[src/rtl/keccak_pkg.sv]
// rtl/keccak_pkg.sv - shared types and constants for the Keccak-f[1600] round sequencer
package keccak_pkg;

    localparam int NROUNDS = 24;
    localparam int NSLICES = 64;
    localparam int NLANES  = 25;
    localparam int TIMEOUT = 255;

    localparam int SLICE_W = 6;
    localparam int LANE_W  = 5;
    localparam int ROUND_W = 5;
    localparam int WDOG_W  = 8;

    typedef enum logic [3:0] {
        IDLE,
        TH_INIT,
        TH_RUN,
        RHO_INIT,
        RHO_RUN,
        PI_INIT,
        PI_RUN,
        CHI_INIT,
        CHI_RUN,
        IOTA_INIT,
        IOTA_RUN,
        FINISH,
        ERR
    } ctrl_state_t;

    function automatic logic isRunState(input ctrl_state_t s);
        return s inside {TH_RUN, RHO_RUN, PI_RUN, CHI_RUN, IOTA_RUN};
    endfunction

endpackage

[src/rtl/keccak_round_ctrl_if.sv]
// rtl/keccak_round_ctrl_if.sv - sequencer <-> step datapath control bundle
interface keccak_round_ctrl_if;
    import keccak_pkg::*;

    logic               start;
    logic               colparDone;
    logic               finishLane;
    logic               permDone;
    logic               revalDone;
    logic               addRCDone;
    logic               colparIJrster;
    logic               initRotate;
    logic               IJen;
    logic               initLine;
    logic               initReval;
    logic               initARC;
    logic [SLICE_W-1:0] sliceIdx;
    logic [LANE_W-1:0]  laneIdx;
    logic [ROUND_W-1:0] roundIdx;
    logic               busy;
    logic               perm_done;
    logic               err;

    modport master (
        input  start, colparDone, finishLane, permDone, revalDone, addRCDone,
        output colparIJrster, initRotate, IJen, initLine, initReval, initARC,
        output sliceIdx, laneIdx, roundIdx, busy, perm_done, err
    );

    modport slave (
        output start, colparDone, finishLane, permDone, revalDone, addRCDone,
        input  colparIJrster, initRotate, IJen, initLine, initReval, initARC,
        input  sliceIdx, laneIdx, roundIdx, busy, perm_done, err
    );

endinterface

[src/rtl/keccak_wdog.sv]
// rtl/keccak_wdog.sv - saturating run-cycle watchdog with timeout compare
module keccak_wdog #(
    parameter int W       = 8,
    parameter int TIMEOUT = 255
) (
    input  logic clk,
    input  logic rst,
    input  logic clr,
    input  logic en,
    output logic expired
);

    localparam logic [W-1:0] LAST = W'(TIMEOUT - 1);

    logic [W-1:0] count;

    always_ff @(posedge clk) begin
        if (rst || clr) begin
            count <= '0;
        end else if (en && (count != '1)) begin
            count <= count + 1'b1;
        end
    end

    // Fires in the RUN cycle that takes the count to TIMEOUT.
    assign expired = en && (count >= LAST);

endmodule

[src/rtl/keccak_round_ctrl.sv]
// rtl/keccak_round_ctrl.sv - Keccak-f[1600] step/round sequencer with watchdog
module keccak_round_ctrl #(
    parameter int NROUNDS = keccak_pkg::NROUNDS,
    parameter int NSLICES = keccak_pkg::NSLICES,
    parameter int NLANES  = keccak_pkg::NLANES,
    parameter int TIMEOUT = keccak_pkg::TIMEOUT
) (
    input logic                 clk,
    input logic                 rst,
    keccak_round_ctrl_if.master bus
);
    import keccak_pkg::*;

    ctrl_state_t        state, nextState;
    logic [SLICE_W-1:0] sliceQ, sliceD;
    logic [LANE_W-1:0]  laneQ, laneD;
    logic [ROUND_W-1:0] roundQ, roundD;
    logic               thStb, rhoStb, piStb, chiStb, iotaStb;
    logic               busyQ, permDoneQ, errQ;
    logic               runEn, expired;
    logic               lastSlice, lastLane, lastRound;

    assign runEn     = isRunState(state);
    assign lastSlice = (sliceQ == SLICE_W'(NSLICES - 1));
    assign lastLane  = (laneQ == LANE_W'(NLANES - 1));
    assign lastRound = (roundQ == ROUND_W'(NROUNDS - 1));

    keccak_wdog #(
        .W       (WDOG_W),
        .TIMEOUT (TIMEOUT)
    ) wdog (
        .clk     (clk),
        .rst     (rst),
        .clr     (!runEn),
        .en      (runEn),
        .expired (expired)
    );

    always_comb begin
        nextState = state;
        sliceD    = sliceQ;
        laneD     = laneQ;
        roundD    = roundQ;
        case (state)
            IDLE: begin
                if (bus.start) begin
                    nextState = TH_INIT;
                    sliceD    = '0;
                    laneD     = '0;
                    roundD    = '0;
                end
            end
            TH_INIT:   nextState = TH_RUN;
            RHO_INIT:  nextState = RHO_RUN;
            PI_INIT:   nextState = PI_RUN;
            CHI_INIT:  nextState = CHI_RUN;
            IOTA_INIT: nextState = IOTA_RUN;
            // A done flag outranks a watchdog expiry landing in the same cycle.
            TH_RUN: begin
                if (bus.colparDone) begin
                    sliceD    = lastSlice ? '0 : sliceQ + 1'b1;
                    nextState = lastSlice ? RHO_INIT : TH_INIT;
                end else if (expired) begin
                    nextState = ERR;
                end
            end
            RHO_RUN: begin
                if (bus.finishLane) begin
                    laneD     = lastLane ? '0 : laneQ + 1'b1;
                    nextState = lastLane ? PI_INIT : RHO_INIT;
                end else if (expired) begin
                    nextState = ERR;
                end
            end
            PI_RUN: begin
                if (bus.permDone) begin
                    sliceD    = lastSlice ? '0 : sliceQ + 1'b1;
                    nextState = lastSlice ? CHI_INIT : PI_INIT;
                end else if (expired) begin
                    nextState = ERR;
                end
            end
            CHI_RUN: begin
                if (bus.revalDone) begin
                    sliceD    = lastSlice ? '0 : sliceQ + 1'b1;
                    nextState = lastSlice ? IOTA_INIT : CHI_INIT;
                end else if (expired) begin
                    nextState = ERR;
                end
            end
            IOTA_RUN: begin
                if (bus.addRCDone) begin
                    roundD    = lastRound ? roundQ : roundQ + 1'b1;
                    nextState = lastRound ? FINISH : TH_INIT;
                end else if (expired) begin
                    nextState = ERR;
                end
            end
            FINISH:  nextState = IDLE;
            ERR:     nextState = ERR;
            default: nextState = ERR;
        endcase
    end

    // Outputs are registered from the next state so they line up with it.
    always_ff @(posedge clk) begin
        if (rst) begin
            state     <= IDLE;
            sliceQ    <= '0;
            laneQ     <= '0;
            roundQ    <= '0;
            thStb     <= 1'b0;
            rhoStb    <= 1'b0;
            piStb     <= 1'b0;
            chiStb    <= 1'b0;
            iotaStb   <= 1'b0;
            busyQ     <= 1'b0;
            permDoneQ <= 1'b0;
            errQ      <= 1'b0;
        end else begin
            state     <= nextState;
            sliceQ    <= sliceD;
            laneQ     <= laneD;
            roundQ    <= roundD;
            thStb     <= (nextState == TH_INIT);
            rhoStb    <= (nextState == RHO_INIT);
            piStb     <= (nextState == PI_INIT);
            chiStb    <= (nextState == CHI_INIT);
            iotaStb   <= (nextState == IOTA_INIT);
            busyQ     <= (nextState != IDLE) && (nextState != ERR);
            permDoneQ <= (nextState == FINISH);
            errQ      <= errQ || (nextState == ERR);
        end
    end

    assign bus.colparIJrster = thStb;
    assign bus.initRotate    = rhoStb;
    assign bus.IJen          = piStb;
    assign bus.initLine      = piStb;
    assign bus.initReval     = chiStb;
    assign bus.initARC       = iotaStb;
    assign bus.sliceIdx      = sliceQ;
    assign bus.laneIdx       = laneQ;
    assign bus.roundIdx      = roundQ;
    assign bus.busy          = busyQ;
    assign bus.perm_done     = permDoneQ;
    assign bus.err           = errQ;

endmodule

[src/flat_wrapper.sv]
// flat-port wrapper written by rule: the top's interface ports become plain ports
module keccak_round_ctrl_flat import keccak_pkg::*;
#(
    parameter int NROUNDS = keccak_pkg::NROUNDS,
    parameter int NSLICES = keccak_pkg::NSLICES,
    parameter int NLANES  = keccak_pkg::NLANES,
    parameter int TIMEOUT = keccak_pkg::TIMEOUT
)
  (clk, rst, bus_start, bus_colparDone, bus_finishLane, bus_permDone, bus_revalDone, bus_addRCDone, bus_colparIJrster, bus_initRotate, bus_IJen, bus_initLine, bus_initReval, bus_initARC, bus_sliceIdx, bus_laneIdx, bus_roundIdx, bus_busy, bus_perm_done, bus_err);
  keccak_round_ctrl_if bus_i ();
  input logic clk;
  input logic rst;
  input wire logic [$bits(bus_i.start)-1:0] bus_start;
  input wire logic [$bits(bus_i.colparDone)-1:0] bus_colparDone;
  input wire logic [$bits(bus_i.finishLane)-1:0] bus_finishLane;
  input wire logic [$bits(bus_i.permDone)-1:0] bus_permDone;
  input wire logic [$bits(bus_i.revalDone)-1:0] bus_revalDone;
  input wire logic [$bits(bus_i.addRCDone)-1:0] bus_addRCDone;
  output wire logic [$bits(bus_i.colparIJrster)-1:0] bus_colparIJrster;
  output wire logic [$bits(bus_i.initRotate)-1:0] bus_initRotate;
  output wire logic [$bits(bus_i.IJen)-1:0] bus_IJen;
  output wire logic [$bits(bus_i.initLine)-1:0] bus_initLine;
  output wire logic [$bits(bus_i.initReval)-1:0] bus_initReval;
  output wire logic [$bits(bus_i.initARC)-1:0] bus_initARC;
  output wire logic [$bits(bus_i.sliceIdx)-1:0] bus_sliceIdx;
  output wire logic [$bits(bus_i.laneIdx)-1:0] bus_laneIdx;
  output wire logic [$bits(bus_i.roundIdx)-1:0] bus_roundIdx;
  output wire logic [$bits(bus_i.busy)-1:0] bus_busy;
  output wire logic [$bits(bus_i.perm_done)-1:0] bus_perm_done;
  output wire logic [$bits(bus_i.err)-1:0] bus_err;
  assign bus_i.start = bus_start;
  assign bus_i.colparDone = bus_colparDone;
  assign bus_i.finishLane = bus_finishLane;
  assign bus_i.permDone = bus_permDone;
  assign bus_i.revalDone = bus_revalDone;
  assign bus_i.addRCDone = bus_addRCDone;
  assign bus_colparIJrster = bus_i.colparIJrster;
  assign bus_initRotate = bus_i.initRotate;
  assign bus_IJen = bus_i.IJen;
  assign bus_initLine = bus_i.initLine;
  assign bus_initReval = bus_i.initReval;
  assign bus_initARC = bus_i.initARC;
  assign bus_sliceIdx = bus_i.sliceIdx;
  assign bus_laneIdx = bus_i.laneIdx;
  assign bus_roundIdx = bus_i.roundIdx;
  assign bus_busy = bus_i.busy;
  assign bus_perm_done = bus_i.perm_done;
  assign bus_err = bus_i.err;
  keccak_round_ctrl #(.NROUNDS(NROUNDS), .NSLICES(NSLICES), .NLANES(NLANES), .TIMEOUT(TIMEOUT)) u_core (.clk(clk), .rst(rst), .bus(bus_i));
endmodule
[config.mk]
export PLATFORM = sky130hd
export DESIGN_NAME = keccak_round_ctrl_flat
export DESIGN_NICKNAME = d
export VERILOG_FILES = /design/src/rtl/keccak_pkg.sv /design/src/rtl/keccak_round_ctrl_if.sv /design/src/rtl/keccak_wdog.sv /design/src/rtl/keccak_round_ctrl.sv /design/src/flat_wrapper.sv
export SDC_FILE = /design/constraint.sdc
export NUM_CORES = 1
export LEC_CHECK = 0
export CORE_UTILIZATION = 57
export DETAILED_ROUTE_END_ITERATION = 10
export PLACE_DENSITY = 0.9
export SLEW_MARGIN = 20
export SYNTH_ARGS = -nofsm -noshare
export SYNTH_HDL_FRONTEND = slang
export SYNTH_SLANG_ARGS = --single-unit
export TNS_END_PERCENT = 5
[constraint.sdc]
create_clock -name clk -period 3.6 [get_ports clk]
set_clock_uncertainty 0.15 [all_clocks]
set_input_delay 1.08 -clock clk [delete_from_list [all_inputs] [get_ports clk]]
set_output_delay 1.08 -clock clk [all_outputs]
set_load 0.005 [all_outputs]
==> results.ini <==
[pwr]
p_sw_uw = 210
combPwrFrac_pct = 13.0
cellPowerDensity_nw_per_um2 = 342
p_int_uw = 605
vdd_drop_max_mv = 0.260
p_leak_nw = 0.870
switching_share_pct = 25.8
clkPwrFrac_pct = 35.1
pwr-share-seq_pct = 51.9

[detailed_routing]
drc = 0
vias = 1690
ant_nets = 0
dr.first_iter.drc_count = 70
wl_per_cell_um = 13.2
drt-total-wl_um = 3950
first_pass_iters = 4
avgViaCountPerCell = 5.63

[yosys]
synth_top_area_share_pct = 36.5
synth_common_cells = nor2_1 (41), dfxtp_1 (36), a21oi_1 (10), nand2_1 (10), xor2_1 (10)
synthesis.nets = 237
avgSynthCellArea_um2 = 8.85
post_synth_instance_area_um2 = 1970
ys_seq_elements = 36
ys_warn_count = 0
yosysMostFrequentCell = nor2_1
syn-instance-count = 223
ys_top_cells_by_area = dfxtp_1 (37%), nor2_1 (7.8%), xor2_1 (4.4%)
synth_edf_count = 0
yosysTopAreaCell = dfxtp_1
synth_seq_area_share_pct = 36.5
synth_async_sr_flop_share_pct = 0
synth_top_flop_cell = dfxtp_1
synth_cell_types = 54

[timing]
slew_violations = 0
rsz0062_at_grt = no
setup_violations = 0
hold_viol = 0
fin_tns_setup_ns = 0
relSlewSlack_pct = 55.4
worstMarginPinSlew_ns = 0.668
period_share_pct = 75.6
finalCriticalPeriod_ns = 2.72
fmax_ghz = 0.368

[placed_design]
dp_hpwl_um = 2860
place_congestion = 0.865
io_buffer_count = 32
place_area_um2 = 2300

[floorplanning]
floorplan.die.width_um = 60.9
initial_core_util_pct = 59.2
core_um2 = 3340
ios = 33
rows = 21
die_area_um2 = 3700
chipHeight_um = 60.9

[grt]
grt_max_degree = 22
overflow = 0
grt_pass1_wl_um = 6380
gr-usage-all-layers_pct = 23.3
grt_pass1_vias = 1458
antenna_found_initial = 0

[critical_path]
worstSetupStartpointType = input pin
crit_fanout = 4
worstSetupEndpointType = flip-flop
critical_path_arrival_ns = 2.85
path_class = in2reg
cp.required_ns = 3.73

[clock_tree]
htreeDepth = 2
ctsHoldBuffers = 0
cts_tree = yes
root_buffer = clkbuf_4
clockBufferDepth = 2
cts_buffers = 5
post_cts_buffers = 0
cts_resized = 0
path_clk_slew_ns = 0.11
clock_latency_ns = 0.35
cts.sinks = 36

[run]
drv_cap = 0

[status]
status = finished, final reports clean

[cells_and_area]
areaGrowthSynthToFinish_pct = 20.5
drive_above_1_share_pct = 11.0
multi_input_area_um2 = 1160
num-fill-cells = 266
design_area_um2 = 2380
fin_nets = 267
seq_area_um2 = 721
antenna_cells = 0

[worst_hold_path]
hold_class = reg2reg

cell usage in the layout (no fill, tap or decap), types with 7 or more instances in the layout:
master,synthesis,layout
a21oi_1,10,10
xor2_1,10,10
nor2_1,41,41
nand2_1,10,10
nor3_1,7,7
inv_1,8,8
dfxtp_1,36,36
clkdlybuf4s50_1,0,32
per-layer routing:
layer,track usage [%],wire length [um]
met3,5.97,160
met5,0,0
met2,38.0,1920
met4,8.77,55
met1,29.5,1810
final cells by class:
cell class | count | area share (%)
clock buffers | 5 | 1.58
flip-flops and latches | 36 | 30.3
inverters | 8 | 1.26
well taps | 46 | 2.42
repair buffers | 33 | 13.8
multi-input cells | 169 | 48.9
clock inverters | 3 | 1.79
stage by stage:
stage / power [mW] / setup WS [ns] / cells / utilization, % / hold slack [ns]
3_5_place_dp: 0.537 / 0.520 / 292 / 68.9 / 0.324
6_report: 0.814 / 0.880 / 300 / 71.3 / 0.350
4_1_cts: 0.819 / 0.893 / 300 / 71.3 / 0.356
5_1_grt: 0.849 / 0.770 / 300 / 71.3 / 0.389
3_3_place_gp: 0.533 / 0.561 / 292 / 68.9 / 0.314
2_1_floorplan: 0.500 / 1.18 / 223 / - / 0.303
critical path, cell delays in order:
cell and delay [ns]:
clkdlybuf4s50_1 0.50, or3b_1 0.35, a211oi_1 0.30, a211oi_1 0.12
nor2_2 0.20, nand2_2 0.11, nor3_1 0.18
registers in the layout, indices dropped and copies added (netlist names), 4 cells and up:
signal,flops
u_core.bus.laneIdx,5
u_core.bus.roundIdx,5
u_core.bus.sliceIdx,6
u_core.state,4
u_core.wdog.count,8
power groups by stage:
stage	Sequential, mW	Clock (mW)	Combinational [mW]
3_3_place_gp	0.431	0	0.102
2_1_floorplan	0.424	0	0.0757
6_report	0.422	0.286	0.106
5_1_grt	0.425	0.306	0.118
4_1_cts	0.422	0.291	0.106
3_5_place_dp	0.431	0	0.105
cell families (layout without fill, tap and decap cells):
| logic type | after synthesis | in the layout | share of synthesized area [%] |
|---|---|---|---|
| and+or+nand+nor | 101 | 101 | 28.4 |
| buffers and inverters | 18 | 49 | 4.56 |
| adders and majority gates | 6 | 6 | 3.80 |
| AOI/OAI and AO/OA | 44 | 44 | 18.6 |
| muxes | 2 | 2 | 1.01 |
| DFF | 36 | 36 | 36.5 |
| xor gates and xnor gates | 16 | 16 | 7.10 |
final timing paths:
kind	from	to	slack (ns)	depth (start not counted)
min	u_core.bus.err$_SDFF_PP0_	u_core.bus.err$_SDFF_PP0_	0.35	1
max	bus_start	u_core.bus.perm_done$_SDFF_PP0_	0.88	7
max reg2reg	u_core.state[3]$_SDFF_PP0_	u_core.bus.busy$_SDFF_PP0_	1.22	6
min reg2reg	u_core.bus.err$_SDFF_PP0_	u_core.bus.err$_SDFF_PP0_	0.35	1
Power figures use the tool's default switching activity.
